$ cat src/rtl/start_arbiter_if.sv
// start_arbiter_if: request/release handshake and one-hot grant bus between requesters and the arbiter.
interface start_arbiter_if #(parameter int N_REQ = 4);
  logic [N_REQ-1:0] req_i;
  logic [N_REQ-1:0] done_i;
  logic [N_REQ-1:0] gnt_o;
  modport master(output req_i, done_i, input gnt_o);
  modport slave(input req_i, done_i, output gnt_o);
endinterface

$ cat src/rtl/start_arbiter.sv
// start_arbiter: IDLE->INIT->STRT bring-up, then round-robin one-hot grants with a per-grant hold watchdog.
module start_arbiter #(
  parameter int N_REQ       = 4,
  parameter int INIT_CYCLES = 8,
  parameter int MAX_HOLD    = 16
) (
  input  logic                  clock_i,
  input  logic                  reset_i,
  input  logic                  enable_i,
  input  logic                  stop_i,
  start_arbiter_if.slave        bus,
  output logic [2:0]            state_o,
  output logic                  ready_o,
  output logic                  timeout_o
);
  localparam int PW = (N_REQ > 1) ? $clog2(N_REQ) : 1;
  localparam int IW = $clog2(INIT_CYCLES + 1);
  localparam int HW = $clog2(MAX_HOLD);
  typedef logic [PW:0] ext_t;
  typedef enum logic [2:0] {IDLE = 3'b001, INIT = 3'b010, STRT = 3'b100} state_t;

  state_t           state, state_n;
  logic [IW-1:0]    init_cnt, init_n;
  logic [HW-1:0]    hold_cnt, hold_n;
  logic [PW-1:0]    ptr, ptr_n, gidx, gidx_n, sel, nxt;
  logic [N_REQ-1:0] gnt, gnt_n;
  logic             to_r, to_n, found, rel;

  assign state_o   = state;
  assign ready_o   = (state == STRT);
  assign timeout_o = to_r;
  assign bus.gnt_o = gnt;

  // Descending scan so the requester closest to the pointer wins.
  always_comb begin
    found = 1'b0;
    sel   = '0;
    for (int i = N_REQ - 1; i >= 0; i--) begin
      ext_t s;
      s = {1'b0, ptr} + ext_t'(i);
      s = (s >= ext_t'(N_REQ)) ? s - ext_t'(N_REQ) : s;
      if (bus.req_i[s[PW-1:0]]) begin
        found = 1'b1;
        sel   = s[PW-1:0];
      end
    end
  end

  assign rel = bus.done_i[gidx] | ~bus.req_i[gidx];
  assign nxt = (gidx == PW'(N_REQ - 1)) ? '0 : gidx + 1'b1;

  always_comb begin
    state_n = state;
    init_n  = init_cnt;
    hold_n  = hold_cnt;
    ptr_n   = ptr;
    gidx_n  = gidx;
    gnt_n   = gnt;
    to_n    = 1'b0;
    case (state)
      IDLE: begin
        gnt_n = '0;
        if (enable_i && !stop_i) begin
          state_n = INIT;
          init_n  = IW'(INIT_CYCLES - 1);
        end
      end
      INIT: begin
        gnt_n = '0;
        if (stop_i || !enable_i) state_n = IDLE;
        else if (init_cnt == '0) state_n = STRT;
        else init_n = init_cnt - 1'b1;
      end
      STRT: begin
        if (stop_i || !enable_i) begin
          state_n = IDLE;
          gnt_n   = '0;
        end else if (gnt == '0) begin
          if (found) begin
            gnt_n  = N_REQ'(1) << sel;
            gidx_n = sel;
            hold_n = '0;
          end
        end else if (rel) begin
          gnt_n = '0;
          ptr_n = nxt;
        end else if (hold_cnt == HW'(MAX_HOLD - 1)) begin
          gnt_n = '0;
          to_n  = 1'b1;
          ptr_n = nxt;
        end else hold_n = hold_cnt + 1'b1;
      end
      default: begin
        state_n = IDLE;
        gnt_n   = '0;
      end
    endcase
  end

  always_ff @(posedge clock_i or negedge reset_i) begin
    if (!reset_i) begin
      state    <= IDLE;
      init_cnt <= '0;
      hold_cnt <= '0;
      ptr      <= '0;
      gidx     <= '0;
      gnt      <= '0;
      to_r     <= 1'b0;
    end else begin
      state    <= state_n;
      init_cnt <= init_n;
      hold_cnt <= hold_n;
      ptr      <= ptr_n;
      gidx     <= gidx_n;
      gnt      <= gnt_n;
      to_r     <= to_n;
    end
  end
endmodule

$ cat src/flat_wrapper.sv
// flat-port wrapper written by rule: the top's interface ports become plain ports
module start_arbiter_flat 
#(
  parameter int N_REQ       = 4,
  parameter int INIT_CYCLES = 8,
  parameter int MAX_HOLD    = 16
)
  (clock_i, reset_i, enable_i, stop_i, state_o, ready_o, timeout_o, bus_req_i, bus_done_i, bus_gnt_o);
  start_arbiter_if #(.N_REQ(N_REQ)) bus_i ();
  input  logic clock_i;
  input  logic reset_i;
  input  logic enable_i;
  input  logic stop_i;
  output logic [2:0] state_o;
  output logic ready_o;
  output logic timeout_o;
  input wire logic [$bits(bus_i.req_i)-1:0] bus_req_i;
  input wire logic [$bits(bus_i.done_i)-1:0] bus_done_i;
  output wire logic [$bits(bus_i.gnt_o)-1:0] bus_gnt_o;
  assign bus_i.req_i = bus_req_i;
  assign bus_i.done_i = bus_done_i;
  assign bus_gnt_o = bus_i.gnt_o;
  start_arbiter #(.N_REQ(N_REQ), .INIT_CYCLES(INIT_CYCLES), .MAX_HOLD(MAX_HOLD)) u_core (.clock_i(clock_i), .reset_i(reset_i), .enable_i(enable_i), .stop_i(stop_i), .bus(bus_i), .state_o(state_o), .ready_o(ready_o), .timeout_o(timeout_o));
endmodule
$ cat config.mk
export PLATFORM = sky130hd
export DESIGN_NAME = start_arbiter_flat
export DESIGN_NICKNAME = d
export VERILOG_FILES = /design/src/rtl/start_arbiter_if.sv /design/src/rtl/start_arbiter.sv /design/src/flat_wrapper.sv
export SDC_FILE = /design/constraint.sdc
export NUM_CORES = 1
export LEC_CHECK = 0
export CORE_MARGIN = 10
export CORE_UTILIZATION = 45
export CTS_CLUSTER_SIZE = 10
export DETAILED_ROUTE_END_ITERATION = 7
export MAX_ROUTING_LAYER = met4
export PLACE_DENSITY = 0.82
export SYNTH_ARGS = -nofsm -noshare
export SYNTH_HDL_FRONTEND = slang
export SYNTH_SLANG_ARGS = --single-unit
export TNS_END_PERCENT = 1
$ cat constraint.sdc
create_clock -name clock_i -period 1.8 [get_ports clock_i]
set_clock_uncertainty 0.15 [all_clocks]
set_input_delay 0.27 -clock clock_i [delete_from_list [all_inputs] [get_ports clock_i]]
set_output_delay 0.27 -clock clock_i [all_outputs]
set_load 0.02 [all_outputs]
== Yosys cells after proc, flatten, opt, wreduce, memory -nomap -nowiden ==
Cells that the tools add are included.

* Word-level logic and storage cells: 111
* Memory bits (read-only): 0
* Output and inout port bits: 9
* Bits in latches: 0
* Bits of input ports: 12
* RAM bits: 0
* Memories kept: 0
* Bits in registers: 20

* Shift operators: 1
* Reductions and logical operators: 14
* Bitwise operators: 4
* $mul: 0
* Divide/modulo/power cells: 0
* Add/sub/neg operators: 10
* $lt $le $gt $ge: 9
* Mux-type cells: 51
* Equality and inequality tests: 15

{| class="wikitable"
|+ Operators with widths
! cell !! number
|-
| $mux 4 || 13
|-
| $mux 2 || 11
|-
| $lt 2x3->1 const B || 5
|-
| $mux 1 || 15
|-
| $bmux 1 s2 || 6
|-
| $mux 3 || 4
|-
| $reduce_and 4->1 || 3
|-
| $ge 3x3->1 const B || 3
|-
| $pmux 3 s3 || 1
|-
| $logic_not 4->1 || 2
|-
| $ne 2x1->1 const B || 4
|-
| $pmux 4 s2 || 1
|-
| $sub 2x1->2 const B || 4
|-
| $add 2x2->3 const B || 2
|-
| $ne 2x2->1 const B || 3
|-
| $ne 5x1->1 const B || 1
|-
| $reduce_and 5->1 || 1
|-
| $add 4x1->4 const B || 1
|-
| $eq 4x4->1 const B || 1
|-
| $ne 4x2->1 const B || 1
|-
| $reduce_bool 2->1 || 2
|-
| $shl 1x2->4 const A || 1
|-
| $sub 4x1->4 const B || 1
|-
| $add 2x1->3 const B || 1
|-
| other kinds (14) || 17
|}

== Logic depth before layout (Yosys ltp) ==
Gate-level depths: netlist (run 1).

* Depth in word-level cells: 14
* Depth in mapped cells: 6
* Mapped depth without buffers: 6

== Least setup slack after synthesis (run 1) ==
Ideal clock, no wire load.

* Path type: register to register
* Start: reg u_core.gnt[1], in the netlist u_core.bus.gnt_o[1]
* End: reg u_core.gnt[1], in the netlist u_core.bus.gnt_o[1]
* Data required time: 1.584 ns
* Clock period less this slack: 1.850 ns
* Data arrival time: 1.634 ns
* Stages on the path, launching flop included: 5
* Setup slack: -0.050 ns
* Cell sequence: dfrtp_1 nor4_2 nand4_1 nor4_2 a22o_1

* Longest elaborated chain between the ends: 4
* Elaborated cells on any way between the ends: 7
* Those cells by class: eq/ne: 2; mux: 3; reduce/logical: 2

{| class="wikitable"
|+ Ends and longest elaborated chain
! what !! line !! source
|-
| start, declared || start_arbiter.sv:26 || <nowiki>logic [N_REQ-1:0] gnt, gnt_n;</nowiki>
|-
| start signal, assigned || start_arbiter.sv:115 || <nowiki>gnt <= gnt_n;</nowiki>
|-
| $logic_not 4->1 * || start_arbiter.sv:78 || <nowiki>end else if (gnt == '0) begin</nowiki>
|-
| $mux 4 || start_arbiter.sv:78 ||
|-
| $mux 4 || start_arbiter.sv:75 || <nowiki>if (stop_i || !enable_i) begin</nowiki>
|-
| $mux 4 || start_arbiter.sv:60 || <nowiki>case (state)</nowiki>
|}

Mark *: on every way between the ends. The rest lies on a longest branch, timed or not.
A chain may end at the register's enable or synchronous reset.

== Worst setup path in the final report (run 1) ==
* Start: in bus_done_i[1]
* End: reg u_core.gnt[3], in the netlist u_core.bus.gnt_o[3]

* Longest elaborated chain between the ends: 7
* Elaborated cells on any way between the ends: 9
* Those cells by class: eq/ne: 1; mux: 6; bitwise: 1; reduce/logical: 1

{| class="wikitable"
|+ Ends and longest elaborated chain
! what !! line !! source
|-
| start, declared || flat_wrapper.sv:18 || <nowiki>input wire logic [$bits(bus_i.done_i)-1:0] bus_done_i;</nowiki>
|-
| $bmux 1 s2 * || start_arbiter.sv:49 || <nowiki>assign rel = bus.done_i[gidx] | ~bus.req_i[gidx];</nowiki>
|-
| $mux 1 (implied by the code) * || start_arbiter.sv:49 ||
|-
| $or 1x1->1 * || start_arbiter.sv:49 ||
|-
| $mux 4 || start_arbiter.sv:84 || <nowiki>end else if (rel) begin</nowiki>
|-
| $mux 4 || start_arbiter.sv:78 ||
|-
| $mux 4 || start_arbiter.sv:75 ||
|-
| $mux 4 || start_arbiter.sv:60 ||
|}

Mark *: on every way between the ends. The rest lies on a longest branch, timed or not. The select of a mux whose other input is x is not followed.

==> results of run 1 <==
cells in the final DEF, fill, tap and decap left out, types with 2 or more instances in the layout:
cell type,instances
sky130_fd_sc_hd__nor3b_2,3
sky130_fd_sc_hd__dfrtp_1,17
sky130_fd_sc_hd__nor4_4,3
sky130_fd_sc_hd__nand2b_4,3
sky130_fd_sc_hd__mux4_2,2
sky130_fd_sc_hd__mux2i_1,3
sky130_fd_sc_hd__or4_4,2
sky130_fd_sc_hd__o2bb2ai_1,2
sky130_fd_sc_hd__a21o_1,2
sky130_fd_sc_hd__dfrtp_2,2
sky130_fd_sc_hd__o31ai_2,2
sky130_fd_sc_hd__buf_4,27
sky130_fd_sc_hd__nand3_1,6
sky130_fd_sc_hd__o21a_1,3
sky130_fd_sc_hd__mux2_2,2
sky130_fd_sc_hd__clkdlybuf4s50_1,7
sky130_fd_sc_hd__o21ai_0,6
sky130_fd_sc_hd__inv_1,6
sky130_fd_sc_hd__nor2_1,7
sky130_fd_sc_hd__a21oi_1,8
sky130_fd_sc_hd__dlygate4sd2_1,11
sky130_fd_sc_hd__nor3b_1,2
sky130_fd_sc_hd__and3_1,3
sky130_fd_sc_hd__nor3_1,3
sky130_fd_sc_hd__a22o_1,3
sky130_fd_sc_hd__nand2_1,9
sky130_fd_sc_hd__ha_1,3
sky130_fd_sc_hd__nor2b_1,6
sky130_fd_sc_hd__clkbuf_4,3
sky130_fd_sc_hd__nand2b_1,4
kinds of logic (layout without fill, tap and decap cells):
family          after synthesis  count (layout)
mux                           7               7
fa+ha+maj                     3               3
compound gates               35              35
xor+xnor                      1               1
buf+inv                       8              58
simple gates                 59              59
flops                        20              20
area by class of cell:
type	count	area [um^2]
fill	208	890
multi-input combinational	105	855
sequential	20	504
timing repair buffer	48	398
tap	31	38.8
clock buffer	4	26.3
inverter	6	22.5
registers in the layout, summed over array words and instances (netlist names):
name,cells
u_core.ptr,2
u_core.hold_cnt,4
u_core.timeout_o,1
u_core.state_o,3
u_core.bus.gnt_o,4
u_core.gidx,2
u_core.init_cnt,4
per-stage QoR:
step / cell area (um^2) / setup slack, ns / setup TNS, ns / hold WS, ns
2_1_floorplan: 1280 / -0.0303 / -0.101 / -0.176
3_3_place_gp: 1710 / -0.384 / -4.05 / 0.346
3_5_place_dp: 1710 / -0.432 / -4.75 / 0.357
4_1_cts: 1750 / -0.0320 / -0.0578 / 0.123
5_1_grt: 1840 / -0.0857 / -0.475 / 0.133
6_report: 1840 / -0.0252 / -0.0700 / 0.119
critical path, cell delays in order:
cell	delay, ns
sky130_fd_sc_hd__clkdlybuf4s50_1	0.43
sky130_fd_sc_hd__nand2b_4	0.14
sky130_fd_sc_hd__mux4_2	0.50
sky130_fd_sc_hd__nor3_1	0.26
sky130_fd_sc_hd__buf_4	0.19
sky130_fd_sc_hd__a22o_1	0.14
final timing paths:
| kind | slack [ns] | endpoint | start |
|---|---|---|---|
| min reg2reg | 0.37 | u_core.hold_cnt[0]$_DFFE_PN0P_ | u_core.hold_cnt[0]$_DFFE_PN0P_ |
| max in group asynchronous | 1.10 | u_core.state_o[0]$_DFFE_PN1P_ | reset_i |
| min | 0.12 | u_core.ptr[0]$_DFFE_PN0P_ | reset_i |
| max | -0.03 | u_core.bus.gnt_o[3]$_DFFE_PN0P_ | bus_done_i[1] |
| min in group clock_i | 0.37 | u_core.hold_cnt[0]$_DFFE_PN0P_ | u_core.hold_cnt[0]$_DFFE_PN0P_ |
| max reg2reg | 0.01 | u_core.bus.gnt_o[3]$_DFFE_PN0P_ | u_core.gidx[1]$_DFFE_PN0P_ |
report_power, final:
part	total, uW	internal, uW	switching [uW]
logic	166	81.9	84.5
clock network	238	86.7	151
registers	470	461	8.70
routing by layer:
layer  routed length, um  vias to the layer above  global-route usage
met5                   0                        -                   -
li1                    -                      600                   -
met4                 137                        0              0.0781
met1                1570                      639               0.158
met2                1930                       30               0.236
met3                 130                       13              0.0177
what timing repair did:
action | 4_1_cts | 5_1_grt
endpoints found under the setup margin | 17 | 16
endpoints found under the hold margin | 0 | 0
pin swaps | 1 | 3
gates resized for setup | 17 | 20
hold buffers | 0 | 0
buffers inserted | 0 | 1
==> results.txt, run 1 <==
----------------------------------------------------
[Floorplan]
  Starting density of the core ... 0.463
  Area of the die ... 5340 um^2
  Height of the die ... between 70 and 80 um
  Placeable core region ... 2730 um^2
  Die width ... 73.0 um
  IO Pins ... 21
  Number of placement rows ... 19

[Synth]
  Gate count of the mapped netlist ... around 130
  Parity-gate share of the synthesized area counting xor and xnor cells ... 0.00692
  Post-Synthesis Cell Area ... 1270 um^2
  Net count of the mapped netlist ... 148
  Mux share of post-synthesis cell area ... 0.0771
  Number of enable-type register cells in the synthesized netlist ... 0
  Syn. warnings ... 0
  Dominant combinational cell family by area after synthesis ... simple AND/OR/NAND/NOR gates
  Simple-gate portion of the synthesized area ... 0.281
  Area share of fa/ha/maj cells after synthesis ... 0.0296
  Ranking of synthesized cells by area ... sky130_fd_sc_hd__dfrtp_1, sky130_fd_sc_hd__a21oi_1, sky130_fd_sc_hd__mux4_2
  Fraction of the mapped netlist area in compound gates ... 0.185
  Largest area contributor in the synthesized netlist ... sky130_fd_sc_hd__dfrtp_1
  Commonest register cell after synthesis ... sky130_fd_sc_hd__dfrtp_1
  Number of synthesized register bits ... 20
  Syn avg cell area ... 9.52 um^2
  Cell with the most instances after synthesis ... sky130_fd_sc_hd__dfrtp_1
  Share of async-settable or async-resettable flops after synthesis ... 1.00
  Proportion of synthesized chip area in sequential cells ... 0.396
  Number of different library cells in the post-synthesis netlist ... between 40 and 50
  Most instantiated cells after synthesis ... sky130_fd_sc_hd__dfrtp_1, sky130_fd_sc_hd__a21oi_1, sky130_fd_sc_hd__nand2_1
  Proportion of netlist area held by the largest area contributor ... 0.375

[CTS]
  Later-pin clock latency in the skew report ... a little over 0.3 ns
  Number of clock sinks ... 20
  Number of clock buffers inserted by TritonCTS ... 3
  Clk slew on worst S/H paths ... 0.12 ns
  Maximum level of the CTS H-tree ... 1
  Clock tree root driver cell ... sky130_fd_sc_hd__clkbuf_4
  TritonCTS clock tree ... built
  Clk buf depth ... 2

[Timing]
  Period utilization ... 1.01
  Final critical path time including I/O delays and setup ... roughly 1.8 ns
  Total count of hold-check failures in the final report ... 0
  Setup repair after global routing missed its margin ... true
  Worst relative slew slack ... 0.748
  Peak Freq ... 548 MHz
  Count of final setup violators ... 4
  Post-route worst setup slack ... -0.0252 ns
  Transition time of the tightest slew-check pin ... roughly 0.38 ns
  Slew Limit Fails ... 0

[Layout]
  Number of nets in the layout ... roughly 200
  Post-layout util ... 0.675
  ANT cells ... 0
  Share of final-layout standard cells stronger than drive strength 1 ... 0.317
  Layout overhead on the synthesized area ... 45.7%
  Count of non-filler cells in the finished layout ... between 200 and 250

[Route]
  TritonRoute pass-1 iters ... 4
  Drt drc ... 0
  Number of routed nets with antenna violations ... 0
  Wirelength, routed ... between 3 and 4 mm
  Routed via count divided by cell count ... between 5 and 6
  Drt wl/cell ... 17.6 um
  Routed via count ... 1,282
  DRC violation total after the first TritonRoute iteration ... about 140

[Status]
  Result of the run ... finished with violations
  Violated checks ... negative setup slack

[Global routing]
  Via count of the first global-routing pass ... 1,274
  Antenna violations before repair ... 0
  Leftover overflow at the end of global routing ... 0
  Overall global routing resource usage ... 0.141
  Global-route wire length before repair ... 5.82 mm
  Largest net degree at the start of global routing ... 21

[Placement]
  Routability-driven placement congestion ratio ... 0.846
  Number of buffers inserted by port buffering ... 20
  Number of placed instances with taps included ... 209
  Post-detail-place hpwl ... 2.69 mm

[Pwr]
  PnR Total Power ... 874 uW
  Maximum resistive drop on vdd ... approximately 450 uV
  Static Leak ... roughly 0.00084 uW
  Total power per unit cell area ... between 400 and 500 nW/um^2

[Setup path]
  CP Max Fanout ... 4
  Critical Path RT ... 1.91 ns
  Critical Path AT ... roughly 1.9 ns
  Kind of start point of the critical path ... input pin
  Sort of element at the end of the critical path ... flip-flop
  Category of the critical setup timing path ... in2reg
  Depth of the worst register-to-register path ... 4

[Min path]
  Type of the most critical hold path ... in2async

[Run]
  Maximum capacitance violations ... 0

----------------------------------------------------
(Power assumes the default switching activity.)
==> run 2, diff against run 1 <==
clock period = 1.6 ns   (was 1.8 ns; I/O delays follow)
==> run 2 against run 1 <==
  * The flow still finishes with violations (negative setup slack)
  * Non-clock buffer count up 6
  * Register-to-register slack worse by 0.17 ns
  * Via count down 1.6%
  * Largest power group unchanged
  * Largest cell class unchanged
  * Critical path type is now reg2reg
  * Sequential share of layout area down 1.2 points
==> results.txt, run 2 (synthesized netlist as in run 1, its figures left out) <==
----------------------------------------------------
[Status]
  Result of the run ... finished with violations
  Violated checks ... negative setup slack

[Setup path]
  Critical Path AT ... 1.81 ns
  Worst R2R End ... u_core.hold_cnt[2]$_DFFE_PN0P_
  Kind of start point of the critical path ... flip-flop
  Depth of the worst register-to-register path ... 5
  FF-to-FF Start ... u_core.bus.gnt_o[0]$_DFFE_PN0P_
  Category of the critical setup timing path ... reg2reg
  Internal reg-to-reg setup slack ... -0.16 ns
  Launching instance or port of the critical path ... u_core.bus.gnt_o[0]$_DFFE_PN0P_
  CP Max Fanout ... 3
  Timing endpoint of the critical path ... u_core.hold_cnt[2]$_DFFE_PN0P_
  Critical Path RT ... between 1.5 and 2 ns
  Sort of element at the end of the critical path ... flip-flop

[Layout]
  Share of final-layout standard cells stronger than drive strength 1 ... 0.392
  Most frequent cells in the layout ... sky130_fd_sc_hd__buf_4, sky130_fd_sc_hd__dfrtp_1, sky130_fd_sc_hd__nand2_1
  Layout overhead on the synthesized area ... 52.9%
  ANT cells ... 0
  Number of nets in the layout ... around 200
  Most frequent standard cell in the layout excluding fill and tap cells ... sky130_fd_sc_hd__buf_4

[Pwr]
  Switching share of power ... 0.267
  Static Leak ... 0.000855 uW
  Power share of the sequential group ... 0.513
  Internal power contribution ... 754 uW
  Maximum resistive drop on vdd ... 540 uV
  Net switching power ... 275 uW
  Proportion of power drawn by the clock network ... 0.301
  Total power per unit cell area ... 531 nW/um^2
  Relative contribution of combinational cells to total power ... 0.186

[Timing]
  Total count of hold-check failures in the final report ... 0
  Post-route worst setup slack ... -0.157 ns
  Worst relative slew slack ... 0.767
  TNS Setup ... -1.37 ns
  Period utilization ... 1.10
  Count of final setup violators ... 14
  Transition time of the tightest slew-check pin ... 0.349 ns
  Peak Freq ... 569 MHz
  Final critical path time including I/O delays and setup ... 1.76 ns
  Slew Limit Fails ... 0
  Setup repair after global routing missed its margin ... true

[Route]
  Routed via count ... 1,262
  Routed via count divided by cell count ... 5.74
  Wirelength, routed ... 3.44 mm
  Number of routed nets with antenna violations ... 0
  DRC violation total after the first TritonRoute iteration ... slightly below 90
  Drt drc ... 0
  Drt wl/cell ... 15.6 um
  TritonRoute pass-1 iters ... 4

[Global routing]
  Via count of the first global-routing pass ... 1,284
  Global-route wire length before repair ... between 5 and 6 mm
  Largest net degree at the start of global routing ... 21
  Antenna violations before repair ... 0
  Leftover overflow at the end of global routing ... 0
  Overall global routing resource usage ... 0.139

[Placement]
  Post-Place Worst Slack ... -0.592 ns
  Post-detail-place hpwl ... 2.66 mm
  Routability-driven placement congestion ratio ... 0.922
  Number of buffers inserted by port buffering ... 20

[CTS]
  Clk slew on worst S/H paths ... 0.12 ns
  Number of clock buffers inserted by TritonCTS ... 3
  Number of clock sinks ... 20
  TritonCTS clock tree ... built
  Clk buf depth ... 2
  Maximum level of the CTS H-tree ... 1
  Hold bufs inserted after CTS ... 0
  Later-pin clock latency in the skew report ... just over 0.3 ns
  Clock tree root driver cell ... sky130_fd_sc_hd__clkbuf_4

[Min path]
  Type of the most critical hold path ... in2async

[Floorplan]
  Placeable core region ... 2730 um^2
  Height of the die ... 73.0 um
  Starting density of the core ... 0.463
  Die width ... 73.0 um
  IO Pins ... 21
  Area of the die ... 5340 um^2
  Number of placement rows ... 19

[Run]
  Maximum capacitance violations ... 0

----------------------------------------------------
-- run 2: how the worst min path moves through the flow --
stage / start / endpoint / slack (ns)
2_1_floorplan: reset_i / u_core.bus.gnt_o[0]$_DFFE_PN0P_ / -0.21
3_3_place_gp: u_core.ptr[0]$_DFFE_PN0P_ / u_core.ptr[0]$_DFFE_PN0P_ / 0.38
3_5_place_dp: u_core.ptr[0]$_DFFE_PN0P_ / u_core.ptr[0]$_DFFE_PN0P_ / 0.38
4_1_cts: reset_i / u_core.timeout_o$_DFF_PN0_ / 0.11
5_1_grt: reset_i / u_core.timeout_o$_DFF_PN0_ / 0.14
6_report: reset_i / u_core.timeout_o$_DFF_PN0_ / 0.10
-- run 2: per-layer routing --
| metal | GRT usage | part of all wire |
|---|---|---|
| met5 | - | 0 |
| met4 | 0.0696 | 0.013 |
| met3 | 0.0286 | 0.046 |
| met2 | 0.212 | 0.49 |
| met1 | 0.168 | 0.45 |
-- run 2: cell type report --
type | count | area, um^2
multi-input cells | 105 | 876
fillers | 184 | 798
well taps | 31 | 38.8
flip-flops and latches | 20 | 505
repair buffers | 54 | 457
clock buffers | 4 | 36.3
inverters | 6 | 22.5
-- run 2: power by group through the flow --
stage,sequential (uW),clock (uW),combinational [uW]
3_5_place_dp,536,0,185
3_3_place_gp,536,0,176
5_1_grt,531,325,212
4_1_cts,526,319,186
2_1_floorplan,542,0,71.9
6_report,527,310,191
-- run 2: stage by stage --
step	cells	hold WS [ns]	utilization	cell area, um^2	power (uW)
after floorplan	133	-0.206	-	1310	614
after global placement	214	0.377	0.651	1780	711
after detailed placement	214	0.385	0.651	1780	721
after CTS	218	0.111	0.674	1840	1030
after global routing	220	0.135	0.708	1940	1070
final	220	0.101	0.708	1940	1030
-- run 2: worst max-delay path: stages (launching register included) --
cell and delay [ns]:
sky130_fd_sc_hd__dfrtp_2 0.43, sky130_fd_sc_hd__or4_4 0.58, sky130_fd_sc_hd__buf_6 0.15, sky130_fd_sc_hd__o21ai_0 0.17, sky130_fd_sc_hd__a21o_1 0.12, sky130_fd_sc_hd__nand3_2 0.06
-- run 2: timing repair --
action                                  4_1_cts  5_1_grt
pin swaps                                     4        9
endpoints found under the setup margin       25       22
resized for setup                            30       26
setup buffers                                 0        2
